===== src/rtl/alu_seq.sv =====
// Multi-cycle W-bit ALU with start/done handshake and a persistent z/c/n/v flag register.
// Shifts, popcount and multiply iterate one step per cycle; everything else completes on the accept edge.
module alu_seq #(
  parameter int W = 8
) (
  input  logic         clk,
  input  logic         rst_n,
  input  logic         start,
  input  logic         flush,
  input  logic         optype,
  input  logic [3:0]   op,
  input  logic [W-1:0] acc_in,
  input  logic [W-1:0] reg_in,
  output logic         ready,
  output logic         done,
  output logic [W-1:0] result,
  output logic         z,
  output logic         c,
  output logic         n,
  output logic         v
);

  localparam int CW = $clog2(W + 1);
  localparam logic [W-1:0] L_W = W'(W);

  localparam logic [3:0] OP_ADD = 4'b0010, OP_SUB = 4'b0011, OP_SHL = 4'b0100,
                         OP_SHR = 4'b0101, OP_AND = 4'b0110, OP_OR  = 4'b0111,
                         OP_XOR = 4'b1000, OP_POP = 4'b1001, OP_CMP = 4'b1010,
                         OP_ADC = 4'b1011, OP_MUL = 4'b1100;

  typedef enum logic [1:0] {S_IDLE, S_BUSY, S_DONE} state_t;

  state_t          r_state, w_state_nxt;
  logic [3:0]      r_op;
  logic [CW-1:0]   r_cnt;
  logic [2*W-1:0]  r_a, r_acc;
  logic [W-1:0]    r_b;

  logic            w_busy, w_accept, w_multi, w_last, w_write;
  logic [CW-1:0]   w_s, w_cnt_load;
  logic [3:0]      w_cur_op;
  logic [2*W-1:0]  w_src_a, w_src_acc, w_stp_a, w_stp_acc;
  logic [W-1:0]    w_src_b, w_stp_b, w_res;
  logic            w_stp_cout, w_fz, w_fc, w_fn, w_fv, w_std;
  logic [W:0]      w_sum, w_diff;

  assign ready  = (r_state != S_BUSY);
  assign done   = (r_state == S_DONE);
  assign w_busy = (r_state == S_BUSY);

  always_comb begin
    w_s        = (reg_in >= L_W) ? CW'(W) : reg_in[CW-1:0];
    w_accept   = start && ready && !flush;
    w_multi    = !optype && ((((op == OP_SHL) || (op == OP_SHR)) && (w_s > CW'(1))) ||
                             (op == OP_POP) || (op == OP_MUL));
    w_cnt_load = ((op == OP_POP) || (op == OP_MUL)) ? CW'(W - 1) : (w_s - CW'(1));
    w_last     = w_busy && (r_cnt == CW'(1));
    w_write    = !flush && ((w_accept && !w_multi && !optype) || w_last);

    w_state_nxt = r_state;
    case (r_state)
      S_IDLE, S_DONE: w_state_nxt = w_accept ? (w_multi ? S_BUSY : S_DONE) : S_IDLE;
      S_BUSY:         if (r_cnt == CW'(1)) w_state_nxt = S_DONE;
      default:        w_state_nxt = S_IDLE;
    endcase
    if (flush) w_state_nxt = S_IDLE;
  end

  // One iteration step; on the accept edge it runs on the raw operands, afterwards on the working registers
  always_comb begin
    w_cur_op   = w_busy ? r_op : op;
    w_src_a    = w_busy ? r_a : {{W{1'b0}}, acc_in};
    w_src_b    = w_busy ? r_b : reg_in;
    w_src_acc  = w_busy ? r_acc : '0;
    w_stp_a    = w_src_a;
    w_stp_b    = w_src_b >> 1;
    w_stp_acc  = w_src_acc;
    w_stp_cout = 1'b0;
    case (w_cur_op)
      OP_SHL: begin
        w_stp_a    = {{W{1'b0}}, w_src_a[W-2:0], 1'b0};
        w_stp_cout = w_src_a[W-1];
      end
      OP_SHR: begin
        w_stp_a    = {{W{1'b0}}, 1'b0, w_src_a[W-1:1]};
        w_stp_cout = w_src_a[0];
      end
      OP_POP: w_stp_acc = w_src_acc + {{(2*W-1){1'b0}}, w_src_b[0]};
      OP_MUL: begin
        w_stp_acc = w_src_acc + (w_src_b[0] ? w_src_a : '0);
        w_stp_a   = w_src_a << 1;
      end
      default: ;
    endcase
  end

  always_comb begin
    w_sum  = {1'b0, acc_in} + {1'b0, reg_in} + {{W{1'b0}}, (op == OP_ADC) && c};
    w_diff = {1'b0, acc_in} - {1'b0, reg_in};
    w_res  = '0;
    w_fz   = 1'b0;
    w_fc   = 1'b0;
    w_fn   = 1'b0;
    w_fv   = 1'b0;
    w_std  = 1'b1;
    case (w_cur_op)
      OP_ADD, OP_ADC: begin
        w_res = w_sum[W-1:0];
        w_fc  = w_sum[W];
        w_fv  = (acc_in[W-1] == reg_in[W-1]) && (w_sum[W-1] != acc_in[W-1]);
      end
      OP_SUB: begin
        w_res = w_diff[W-1:0];
        w_fc  = w_diff[W];
        w_fv  = (acc_in[W-1] != reg_in[W-1]) && (w_diff[W-1] != acc_in[W-1]);
      end
      OP_SHL, OP_SHR: begin
        if (w_busy || (w_s != '0)) begin
          w_res = w_stp_a[W-1:0];
          w_fc  = w_stp_cout;
        end else begin
          w_res = acc_in;
        end
      end
      OP_AND: w_res = acc_in & reg_in;
      OP_OR:  w_res = acc_in | reg_in;
      OP_XOR: w_res = acc_in ^ reg_in;
      OP_POP: w_res = w_stp_acc[W-1:0];
      OP_MUL: begin
        w_res = w_stp_acc[W-1:0];
        w_fc  = |w_stp_acc[2*W-1:W];
        w_fv  = |w_stp_acc[2*W-1:W];
      end
      OP_CMP: begin
        w_std = 1'b0;
        w_fz  = (acc_in == reg_in);
        w_fn  = (acc_in < reg_in);
      end
      default: w_std = 1'b0;
    endcase
    if (w_std) begin
      w_fz = (w_res == '0);
      w_fn = w_res[W-1];
    end
  end

  always_ff @(posedge clk or negedge rst_n) begin
    if (!rst_n) begin
      r_state <= S_IDLE;
      r_op    <= '0;
      r_cnt   <= '0;
    end else begin
      r_state <= w_state_nxt;
      if (w_accept) begin
        r_op  <= op;
        r_cnt <= w_cnt_load;
      end else if (w_busy) begin
        r_cnt <= r_cnt - CW'(1);
      end
    end
  end

  always_ff @(posedge clk or negedge rst_n) begin
    if (!rst_n) begin
      result <= '0;
      z      <= 1'b0;
      c      <= 1'b0;
      n      <= 1'b0;
      v      <= 1'b0;
    end else if (w_write) begin
      result <= w_res;
      z      <= w_fz;
      c      <= w_fc;
      n      <= w_fn;
      v      <= w_fv;
    end
  end

  always_ff @(posedge clk) begin
    if ((w_accept && w_multi) || w_busy) begin
      r_a   <= w_stp_a;
      r_b   <= w_stp_b;
      r_acc <= w_stp_acc;
    end
  end

endmodule

===== config.mk =====
export PLATFORM = sky130hd
export DESIGN_NAME = alu_seq
export DESIGN_NICKNAME = d
export VERILOG_FILES = /design/src/rtl/alu_seq.sv
export SDC_FILE = /design/constraint.sdc
export NUM_CORES = 1
export LEC_CHECK = 0
export CORE_ASPECT_RATIO = 0.8
export CORE_UTILIZATION = 35
export CTS_BUF_LIST = sky130_fd_sc_hd__clkbuf_8
export DETAILED_ROUTE_END_ITERATION = 8
export GPL_TIMING_DRIVEN = 0
export MAX_ROUTING_LAYER = met4
export PLACE_DENSITY = 0.53
export SETUP_SLACK_MARGIN = 0.05
export SYNTH_ARGS = -nofsm -noshare
export SYNTH_HDL_FRONTEND = slang
export SYNTH_SLANG_ARGS = --single-unit

===== constraint.sdc =====
create_clock -name clk -period 6.13 [get_ports clk]
set_input_delay 1.226 -clock clk [delete_from_list [all_inputs] [get_ports clk]]
set_output_delay 1.226 -clock clk [all_outputs]
set_load 0.02 [all_outputs]

==> flow_metrics.py, run 1 <==
metrics = {
    "final_layout": {
        "antennaDiodeCount": 0,
        "fillers": 1536,
        "drive_gt1_frac": 0.0932,
        "final_cell_area_um2": 6300,
        "nNetsFinal": 743,
        "syn_to_final_growth_pct": 16.2,
    },
    "placed_design": {
        "dpl_cell_area_um2": 6080,
        "dp_hpwl_um": 12900,
        "gp_congestion": 0.854,
        "port_buffers": 36,
    },
    "route": {
        "antenna_left": 0,
        "drt-initial-drc-count": 403,
        "drtPass1Iterations": 6,
        "routedWlPerCell_um": 18.6,
        "vias_per_cell": 5.58,
        "vias": 4940,
        "drc_errors": 0,
        "drt_wl_total_um": 16500,
    },
    "floorplanning": {
        "dieArea_um2": 16000,
        "die_x_um": 141,
        "die_y_um": 113,
        "core_um2": 15100,
        "rows": 40,
        "initial_core_util": 0.360,
        "io_pins": 39,
    },
    "critical_path": {
        "critPathLaunchType": "primary input",
        "path_max_fanout": 8,
        "crit_chain": "clkbuf_1, nor2_1, mux2i_4, or3_1, o211ai_1, o21ai_0, ha_1, fa_1, a211oi_1, o21bai_1, a21bo_2, a211oi_1, xnor2_1, or4_1, o32a_1, o41ai_4, a31oi_1",
        "crit_slowest_cell": "or4_1",
        "arrival_ns": 5.89,
        "required_ns": 6.37,
        "path_class": "in -> reg",
        "slowest_delay_ns": 0.51,
        "path_buf_inv": 1,
        "end_kind": "flop",
        "crit_top_cell": "a211oi_1",
        "cp_top_family": "compound AO/OA/AOI/OAI gates",
    },
    "cts": {
        "clockBufferDepth": 2,
        "cts_tree": "built",
        "htreeDepth": 3,
        "hold_buffers": 0,
        "clk_latency_ns": 0.37,
        "ctsRootBufferMaster": "clkbuf_8",
        "clkTransAtPathRegs_ns": 0.08,
        "clock-sinks": 61,
        "cts_inserted_buffers": 9,
    },
    "grt": {
        "antenna_found_initial": 0,
        "grt_overflow": 0,
        "grt_usage": 0.224,
        "grt_pass1_wl_um": 26400,
        "grt_start_max_net_pins": 30,
        "first_global_vias": 4645,
    },
    "flow_run": {
        "maxCapViolations": 0,
    },
    "timing": {
        "drv_slew": 0,
        "holdWs_ns": 0.506,
        "rsz0062_at_grt": "no",
        "skew_ns": 0.00793,
        "min_period_over_period": 0.922,
        "maxSlewHeadroom": 0.264,
        "worst_pin_slew_ns": 1.10,
        "finalCriticalPeriod_ns": 5.65,
        "setup_viol": 0,
        "clock.fmax_ghz": 0.177,
        "hold_viol_final": 0,
    },
    "synthesis": {
        "async_flop_share": 0.361,
        "syn_nets": 695,
        "avgSynthCellArea_um2": 8.70,
        "syn_inst": 623,
        "synthFlopType": "edfxtp_1",
        "yosysSeqAreaShare": 0.318,
        "synth_seq_cells": 61,
        "synthesis.area_um2": 5420,
        "synth_cell_type_count": 79,
        "ys.warnings.count": 0,
        "synth_edf_count": 39,
    },
    "power_and_ir_drop": {
        "power_w": 0.00122,
        "p_leak_nw": 2.61,
        "peakVddDrop_uv": 115,
        "p_per_area_nw_per_um2": 194,
    },
    "worst_hold_path": {
        "min_path_type": "reg -> reg",
    },
    "outcome": {
        "outcome": "finished clean",
    },
}
## Yosys cell counts (3+ instances only)
cell	count	area, µm²
a211oi_1	4	30.0
mux2_2	15	169
o21ai_0	49	245
xor2_1	10	87.6
o22ai_1	5	31.3
inv_1	39	146
dfrtp_1	22	551
o22a_1	5	43.8
fa_1	4	80.1
o21bai_1	3	22.5
a22oi_1	9	67.6
edfxtp_1	39	1170
a21oi_1	41	205
o211ai_1	4	30.0
o21a_1	4	30.0
mux2i_1	13	130
nand2b_1	4	25.0
clkbuf_1	16	60.1
xnor2_1	7	61.3
or3_1	5	31.3
o221ai_1	3	26.3
o32a_1	3	30.0
a21o_1	8	60.1
nor2_1	75	282
nor3_1	10	50.1
nand3_1	8	40.0
or4bb_1	3	33.8
ha_1	43	538
and2_1	21	131
nor2b_1	6	37.5
a21boi_0	4	30.0
buf_2	4	20.0
a31oi_1	7	43.8
nand4_1	7	43.8
and3_1	7	43.8
nand2_1	57	214
## registers in the layout (all words and copies together) (netlist names)
| signal | flops |
|---|---|
| n | 1 |
| r_op | 4 |
| v | 1 |
| r_acc | 16 |
| z | 1 |
| r_a | 16 |
| c | 1 |
| r_cnt | 4 |
| r_b | 7 |
| result | 8 |
| r_state | 2 |
## placed cells by master (no fill, tap or decap), types with 6 or more instances in the layout
cell              n
a22oi_1           9
mux2i_1          11
nand3_1           8
inv_1            40
clkbuf_8         10
nor2b_1           6
xor2_1           10
mux2_2           15
nand4_1           7
nand2_1          57
nor3_1           10
and2_1           21
and3_1            7
a21oi_1          41
xnor2_1           7
clkbuf_1         14
dfrtp_1          22
a21o_1            8
edfxtp_1         39
a31oi_1           7
clkdlybuf4s50_1  34
ha_1             43
nor2_1           74
o21ai_0          48
## power by group
part | internal (W) | switching (W)
Clock | 0.000195 | 0.000182
Sequential | 0.000477 | 0.0000270
Combinational | 0.000142 | 0.000198
## repair_timing
| action | CTS | global route |
|---|---|---|
| setup buffers | 0 | 0 |
| endpoints found under the setup margin | 1 | 2 |
| resized for setup | 1 | 8 |
## per-stage QoR
step                utilization  setup TNS, ns  std cells  setup slack, ns
global placement          0.401         -81.84        869            -2.09
CTS                       0.416              0        886            0.133
detailed placement        0.403         -0.715        870           -0.382
global route              0.418              0        886            0.196
floorplan                     -              0        623           0.0863
finish                    0.418              0        886            0.479
## cell type report
cell class / instances / area, µm² / area share
multi-input combinational: 498 / 3470 / 0.551
sequential: 61 / 1720 / 0.273
timing repair buffer: 38 / 390 / 0.0619
tap: 210 / 263 / 0.0417
inverter: 41 / 156 / 0.0248
clock buffer: 10 / 138 / 0.0218
buffer: 22 / 108 / 0.0171
clock inverter: 6 / 55.1 / 0.00874
## worst paths after layout
| kind | start | to | slack, ns | depth (start not counted) |
|---|---|---|---|---|
| worst max register to register | r_state[0] | c | 0.67 | 18 |
| worst min-delay path | result[7] | result[7] | 0.51 | 1 |
| worst max-delay path | op[0] | c | 0.48 | 17 |
| min in group asynchronous | rst_n | result[2] | 1.45 | 1 |
| max in group asynchronous | rst_n | r_cnt[3] | 4.03 | 1 |
| worst min register to register | result[7] | result[7] | 0.51 | 1 |
## cells by family (layout without fill, tap and decap cells)
group,after synthesis,count (layout),synth area share
buffers and inverters,64,117,0.0492
AND/OR/NAND/NOR,225,225,0.205
adder cells (fa/ha/maj),47,47,0.114
AO/OA/AOI/OAI,179,179,0.224
flip-flops,61,61,0.318
multiplexers,30,30,0.0635
XOR/XNOR,17,17,0.0275
## per-layer routing
layer | share of wire | global-route usage
met1 | 0.52 | 0.336
met3 | 0.069 | 0.0453
met4 | 0.016 | 0.0659
met2 | 0.40 | 0.295
met5 | 0 | -
Power figures use the tool's default switching activity.
==> run 2: changes to the inputs <==
DONT_BUFFER_PORTS = 1   (was default)
PLACE_DENSITY = 0.5   (was 0.53)
SLEW_MARGIN = 40   (was default)
==> flow_metrics.py, run 2 (same netlist as run 1, synthesis figures left out) <==
metrics = {
    "grt": {
        "grt_pass1_wl_um": 26300,
        "antenna_found_initial": 0,
        "first_global_vias": 4654,
        "grt_usage": 0.224,
        "grt_start_max_net_pins": 23,
        "grt_overflow": 0,
    },
    "timing": {
        "skew_ns": 0.00627,
        "hold_viol_final": 0,
        "finalCriticalPeriod_ns": 5.74,
        "clock.fmax_ghz": 0.174,
        "worst_pin_slew_ns": 0.829,
        "setup_ws_ns": 0.392,
        "setup_viol": 0,
        "maxSlewHeadroom": 0.447,
        "drv_slew": 0,
        "rsz0062_at_grt": "no",
        "min_period_over_period": 0.936,
    },
    "cts": {
        "clk_latency_ns": 0.35,
        "clkTransAtPathRegs_ns": 0.07,
        "clock-sinks": 61,
        "post_cts_buffers": 0,
        "post_cts_resized": 0,
        "ctsRootBufferMaster": "clkbuf_8",
        "hold_buffers": 0,
        "clockBufferDepth": 2,
        "cts_inserted_buffers": 9,
        "htreeDepth": 3,
        "cts_tree": "built",
    },
    "floorplanning": {
        "core_um2": 15100,
        "rows": 40,
        "initial_core_util": 0.360,
        "io_pins": 39,
        "dieArea_um2": 16000,
        "die_x_um": 141,
        "die_y_um": 113,
    },
    "final_layout": {
        "antennaDiodeCount": 0,
        "utilization": 0.393,
        "instances_no_fill": 850,
        "final_cell_area_um2": 5920,
        "layout_common_cells": "nor2_1 (74), nand2_1 (57), o21ai_0 (48)",
        "fillers": 1570,
        "final_common_cell": "nor2_1",
        "drive_gt1_frac": 0.0984,
        "reg.largest.list": "r_a (16), r_acc (16), result (8)",
        "syn_to_final_growth_pct": 9.23,
        "nNetsFinal": 707,
    },
    "critical_path": {
        "required_ns": 6.35,
        "arrival_ns": 5.96,
        "path_max_fanout": 8,
        "end_kind": "flop",
        "path_class": "in -> reg",
        "critPathLaunchType": "primary input",
    },
    "outcome": {
        "outcome": "finished clean",
    },
    "placed_design": {
        "dp_cells": 835,
        "dpl_cell_area_um2": 5740,
        "dp_hpwl_um": 13100,
        "port_buffers": 0,
        "gp_congestion": 0.891,
        "place_ws_ns": -0.166,
    },
    "power_and_ir_drop": {
        "combPwrFrac": 0.225,
        "p_sw_w": 0.000387,
        "seqPwrFrac": 0.479,
        "p_clk_frac": 0.296,
        "peakVddDrop_uv": 101,
        "p_per_area_nw_per_um2": 188,
        "p_leak_nw": 2.44,
        "switching_share": 0.348,
        "power_w": 0.00111,
        "p_int_w": 0.000726,
    },
    "flow_run": {
        "maxCapViolations": 0,
    },
    "route": {
        "drt_wl_total_um": 16700,
        "antenna_left": 0,
        "routedWlPerCell_um": 19.7,
        "drt-initial-drc-count": 361,
        "drtPass1Iterations": 5,
        "vias": 4747,
        "drc_errors": 0,
        "vias_per_cell": 5.58,
    },
    "worst_hold_path": {
        "min_path_type": "reg -> reg",
    },
}
run 2: per-stage QoR:
step	hold WS (ns)	setup TNS, ns
after floorplan	0.496	0
after global placement	0.511	-66.59
after detailed placement	0.509	-0.268
after CTS	0.528	0
after global routing	0.535	0
final	0.528	0
run 2: final timing paths:
path,start,to,slack (ns),cells after the start
min,r_b[2],r_b[1],0.53,2
max,op[0],c,0.39,17
min reg2reg,r_b[2],r_b[1],0.53,2
max reg2reg,r_state[0],c,0.56,18
min in group asynchronous,rst_n,r_cnt[0],0.56,0
max in group asynchronous,rst_n,result[7],5.49,0
run 2: routing by layer:
layer | up-vias | global-route usage | share of wire
li1 | 2300 | - | -
met1 | 2286 | 0.330 | 0.52
met2 | 145 | 0.307 | 0.40
met3 | 16 | 0.0491 | 0.063
met4 | 0 | 0.0514 | 0.013
met5 | - | - | 0
run 2: critical path, stage by stage:
cell	delay [ns]
clkbuf_1	0.24
nor2_1	0.25
mux2i_4	0.15
or3_1	0.50
a21o_1	0.31
nor2_2	0.28
and2_1	0.21
ha_1	0.29
a21o_1	0.24
a21oi_1	0.28
o2111ai_2	0.20
a2111oi_2	0.39
a211o_2	0.19
mux2i_1	0.08
or4_4	0.56
o41ai_4	0.43
a31oi_1	0.14
run 2: power by group through the flow:
stage	Combinational (W)	Sequential, W	Clock, W
5_1_grt	0.000276	0.000537	0.000355
2_1_floorplan	0.000182	0.000532	0
3_3_place_gp	0.000239	0.000544	0
4_1_cts	0.000246	0.000533	0.000341
6_report	0.000250	0.000533	0.000330
3_5_place_dp	0.000245	0.000542	0
run 2: cell type report:
cell class	count	area, µm²	area share
plain buffers	22	106	0.0180
multi-input cells	498	3480	0.587
well taps	210	263	0.0444
flip-flops and latches	61	1720	0.291
clock buffers	10	138	0.0232
inverters	41	156	0.0264
clock inverters	6	31.3	0.00528
repair buffers	2	30.0	0.00507
==> run 3: changes to the inputs <==
CORE_ASPECT_RATIO = default   (was 0.8)
==> flow_metrics.py, run 3 (same netlist as run 1, synthesis figures left out) <==
metrics = {
    "worst_hold_path": {
        "min_path_type": "in -> async",
    },
    "grt": {
        "grt_pass1_wl_um": 27300,
        "grt_overflow": 0,
        "grt_start_max_net_pins": 23,
        "first_global_vias": 4837,
        "antenna_found_initial": 0,
        "grt_usage": 0.232,
    },
    "timing": {
        "hold_viol_final": 0,
        "min_period_over_period": 0.920,
        "skew_ns": 0.0173,
        "worst_pin_slew_ns": 0.825,
        "setup_viol": 0,
        "clock.fmax_ghz": 0.177,
        "rsz0062_at_grt": "no",
        "holdWs_ns": 0.535,
        "maxSlewHeadroom": 0.446,
        "finalCriticalPeriod_ns": 5.64,
        "drv_slew": 0,
    },
    "route": {
        "antenna_left": 0,
        "routedWlPerCell_um": 20.5,
        "drt-initial-drc-count": 309,
        "drc_errors": 0,
        "drt_wl_total_um": 17000,
        "vias": 4803,
        "vias_per_cell": 5.80,
        "drtPass1Iterations": 5,
    },
    "final_layout": {
        "antennaDiodeCount": 0,
        "syn_to_final_growth_pct": 9.14,
        "final_common_cell": "nor2_1",
        "nNetsFinal": 707,
        "reg.largest.list": "r_a (16), r_acc (16), result (8)",
        "final_cell_area_um2": 5920,
        "fillers": 1517,
        "layout_common_cells": "nor2_1 (73), nand2_1 (57), o21ai_0 (48)",
        "drive_gt1_frac": 0.0984,
    },
    "power_and_ir_drop": {
        "power_w": 0.00117,
        "p_sw_w": 0.000398,
        "p_clk_frac": 0.328,
        "p_per_area_nw_per_um2": 197,
        "switching_share": 0.341,
        "p_int_w": 0.000768,
        "peakVddDrop_uv": 127,
        "seqPwrFrac": 0.460,
        "p_leak_nw": 2.46,
        "combPwrFrac": 0.212,
    },
    "cts": {
        "ctsRootBufferMaster": "clkbuf_8",
        "clk_latency_ns": 0.37,
        "cts_tree": "built",
        "htreeDepth": 3,
        "clockBufferDepth": 2,
        "cts_inserted_buffers": 9,
        "clock-sinks": 61,
        "hold_buffers": 0,
        "clkTransAtPathRegs_ns": 0.09,
    },
    "critical_path": {
        "crit_chain": "clkbuf_1, nor2_1, mux2i_4, or3_1, a21o_1, nor2_2, and2_1, ha_1, a21o_1, a21oi_1, o2111ai_2, a2111oi_2, a211o_2, mux2i_1, or4_4, o41ai_2, a31oi_1",
        "end_kind": "flop",
        "path_max_fanout": 8,
        "slowest_delay_ns": 0.55,
        "crit_top_cell": "a21o_1",
        "required_ns": 6.36,
        "path_class": "in -> reg",
        "critPathLaunchType": "primary input",
        "arrival_ns": 5.87,
        "crit_slowest_cell": "or4_4",
    },
    "outcome": {
        "outcome": "finished clean",
    },
    "floorplanning": {
        "rows": 45,
        "dieArea_um2": 16000,
        "initial_core_util": 0.358,
        "die_x_um": 126,
        "io_pins": 39,
        "die_y_um": 126,
        "core_um2": 15100,
    },
    "placed_design": {
        "gp_congestion": 0.905,
        "dp_hpwl_um": 13200,
        "port_buffers": 0,
        "dpl_cell_area_um2": 5720,
    },
    "flow_run": {
        "maxCapViolations": 0,
    },
}
## run 3: critical path, delay by kind of cell
family,cells,cell delay [ns]
compound gates,8,2.16
fa+ha+maj,1,0.29
buf+inv,1,0.23
mux,2,0.23
simple gates,5,1.71
## run 3: layout make-up
| type | instances | area, µm² | area share |
|---|---|---|---|
| plain buffers | 22 | 109 | 0.0184 |
| clock buffers | 10 | 138 | 0.0233 |
| multi-input cells | 498 | 3460 | 0.584 |
| repair buffers | 2 | 42.5 | 0.00719 |
| clock inverters | 6 | 56.3 | 0.00952 |
| inverters | 41 | 156 | 0.0264 |
| flip-flops and latches | 61 | 1720 | 0.291 |
| well taps | 188 | 235 | 0.0398 |
## run 3: per-stage QoR
step / utilization / cells / setup TNS [ns] / setup slack [ns]
4_1_cts: 0.390 / 829 / 0 / 0.0636
6_report: 0.391 / 828 / 0 / 0.491
2_1_floorplan: - / 623 / 0 / 0.0863
3_3_place_gp: 0.373 / 811 / -72.17 / -1.85
5_1_grt: 0.391 / 828 / 0 / 0.173
3_5_place_dp: 0.378 / 813 / 0 / 0.0530
## run 3: what timing repair did
item,4_1_cts,5_1_grt
gates resized for setup,0,2
endpoints found under the setup margin,0,2
setup buffers,0,0
## run 3: power groups by stage
stage | registers [W] | logic [W] | clock network [W]
finish | 0.000536 | 0.000247 | 0.000383
global route | 0.000542 | 0.000273 | 0.000405
CTS | 0.000537 | 0.000245 | 0.000389
detailed placement | 0.000545 | 0.000244 | 0
global placement | 0.000546 | 0.000238 | 0
floorplan | 0.000532 | 0.000182 | 0
## run 3: worst paths after layout
kind	startpoint	end	slack [ns]	cells past startpoint
setup reg to reg	r_state[0]	c	0.58	18
min in group clk	r_b[3]	r_b[2]	0.54	2
setup / recovery	op[0]	c	0.49	17
max in group asynchronous	rst_n	r_cnt[1]	5.49	0
hold / removal	rst_n	r_state[1]	0.54	0
hold reg to reg	r_b[3]	r_b[2]	0.54	2
## run 3: metal layers
layer	vias up	part of all wire	track usage
li1	2296	-	-
met1	2304	0.43	0.289
met2	170	0.47	0.370
met3	33	0.061	0.0346
met4	0	0.038	0.111
met5	-	0	-
==> variant, RTL diff (config.mk and constraints of run 1) <==
`W`: 8 -> 4.
--- a/src/rtl/alu_seq.sv
+++ b/src/rtl/alu_seq.sv
@@ -2,5 +2,5 @@
 // Shifts, popcount and multiply iterate one step per cycle; everything else completes on the accept edge.
 module alu_seq #(
-  parameter int W = 8
+  parameter int W = 4
 ) (
   input  logic         clk,
Interface: changed (resized acc_in, reg_in and result); port bits go from 39 to 27. No check against the original RTL was run, so the function may have changed too.
==> variant against run 1 <==
The flow now finishes with violations (design-rule violations). Count of clock-buffer cells in the layout is 5 lower. Die area is 37% lower. Synthesized area is 38% lower. Sequential cell count is 25 lower. Combinational power is 29% lower. Power is 42% lower. Clock power is 55% lower. Setup slack worse by 130 ps. Register-to-register slack better by 380 ps. Core utilization hardly changed. Sequential share of layout area is 1.4 points lower. Wire length is 39% lower. Final area is 39% lower.
==> variant: results (changes against run 1) <==
| Metric | Value |
|---|---|
| Number of synthesized flops with an enable pin | `19 (was 39)` |
| Clock power frac | `0.237 (was 0.308)` |
| Post-synth cell types | `74 (was 79)` |
| Regs by FF count | `r_a x8, r_acc x8 (was r_a x16, r_acc x16, result x8)` |
| Final GP Congestion | `0.8795 (was 0.8538)` |
| Final #Nets | `460 (was 743)` |
| Share of cells above drive strength 1 | `0.09375 (was 0.09320)` |
| CTS resizes | `0 (was 1)` |
| Clock latency on the worst-skew pair | `300 ps (was 370 ps)` |
| Maximum vdd drop | `0.1008 mV (was 0.1153 mV)` |
| Switching part of the total | `0.3524 (was 0.3337)` |
| Hold_sp | `r_cnt[2] (was result[7])` |
| H-tree levels | `2 (was 3)` |
| Gr usage total | `0.2144 (was 0.2238)` |
| Failing checks | `design-rule violations` |
| Status | `complete, but fails checks (was finished clean)` |
| Hold worst-path end | `r_cnt[2] (was result[7])` |
| Remaining DRCs | `2 (was 0)` |
| Sequential area share after synthesis | `0.2950 (was 0.3176)` |
| Fillers | `960 (was 1,536)` |
| Largest net degree at the start of global routing | `18 (was 30)` |
| PortBufs | `23 (was 36)` |
| DRT Pass-1 Iters | `8 (was 6)` |
| Static Leakage | `0.001592 uW (was 0.002613 uW)` |
| TritonCTS Buffers | `5 (was 9)` |
| DR iter-0 viols | `251 (was 403)` |
| WP data arrival | `5910 ps (was 5890 ps)` |
| Vias in the first global route | `2,997 (was 4,645)` |
| DR vias/cell | `5.778 (was 5.576)` |
| Ys async rst share | `0.4722 (was 0.3607)` |
| Largest cells by area after synthesis | `edfxtp_1 (17%), dfrtp_1 (13%), ha_1 (8.9%) (was edfxtp_1 (22%), dfrtp_1 (10%), ha_1 (9.9%))` |
| First-pass GRT wire length | `16,320 um (was 26,370 um)` |
| Setup slack, reg-to-reg | `1050 ps (was 670 ps)` |
| # Post-CTS Setup Buffers | `0 (unchanged)` |
| DP Wirelength | `7785 um (was 12,930 um)` |
[variant: changes by cell type after synthesis, moves of 16 or more]
cell	run 1	this run
a21oi_1	41	18
and2_1	21	5
edfxtp_1	39	19
ha_1	43	24
nand2_1	57	39
nor2_1	75	37
o21ai_0	49	22
[variant: logic make-up after synthesis]
kind of cell	synth area share
fa+ha+maj	0.1127
simple gates	0.2265
mux	0.06450
xor+xnor	0.02594
flops	0.2950
buf+inv	0.05930
compound gates	0.2161
[variant: final cells by class]
class                           count  area [um^2]  area share
Sequential cell                    36        996.0      0.2587
Buffer                             18        96.34     0.02502
Multi-Input combinational cell    303         2183      0.5671
Tap cell                          115        143.9     0.03737
Clock buffer                        5        68.82     0.01787
Timing Repair Buffer               24        245.2     0.06370
Inverter                           27        103.9     0.02697
Clock inverter                      3        12.51    0.003250
[variant: worst max-delay path, cell delays in order]
cell,delay [ps]
clkdlybuf4s50_1,590
nor2b_4,260
nor2b_1,370
a21oi_1,190
or3_1,450
or2_1,270
inv_1,60
ha_1,220
a21o_1,200
a221o_1,340
o41ai_1,350
mux2i_1,280
xnor2_1,110
o311ai_0,850
o21ai_1,150
[variant: worst max path at each step]
stage,endpoint,slack [ps],depth (start not counted),from
5_1_grt,v,130,14,op[1]
4_1_cts,v,380,15,op[1]
3_3_place_gp,v,90,15,op[1]
3_5_place_dp,v,90,15,op[1]
6_report,v,350,15,op[1]
2_1_floorplan,v,1590,15,op[2]
[variant: power by group through the flow]
stage               logic (uW)  registers, uW  clock network [uW]
global route               266            300                 185
floorplan                  136            316                   0
finish                     243            296                 168
detailed placement         240            301                   0
CTS                        242            296                 175
global placement           238            301                   0
[variant: stage by stage]
stage	area (um^2)	power [uW]	hold slack, ps	std cells	setup slack [ps]
after floorplan	3376	452.0	444.9	384	1594
after global placement	3750	539.0	472.4	522	93.09
after detailed placement	3769	541.2	485.9	523	90.70
after CTS	3850	712.5	496.5	531	382.0
after global routing	3850	751.4	554.5	531	125.4
final	3850	706.6	494.3	531	353.6
[variant: per-layer routing]
| metal | up-vias | share of wire | wire (um) | GRT usage |
|---|---|---|---|---|
| li1 | 1481 | - | - | - |
| met5 | - | 0 | 0 | - |
| met1 | 1485 | 0.52 | 5227 | 0.3245 |
| met3 | 6 | 0.056 | 559 | 0.03776 |
| met4 | 0 | 0.0084 | 85 | 0.04279 |
| met2 | 96 | 0.42 | 4193 | 0.2940 |
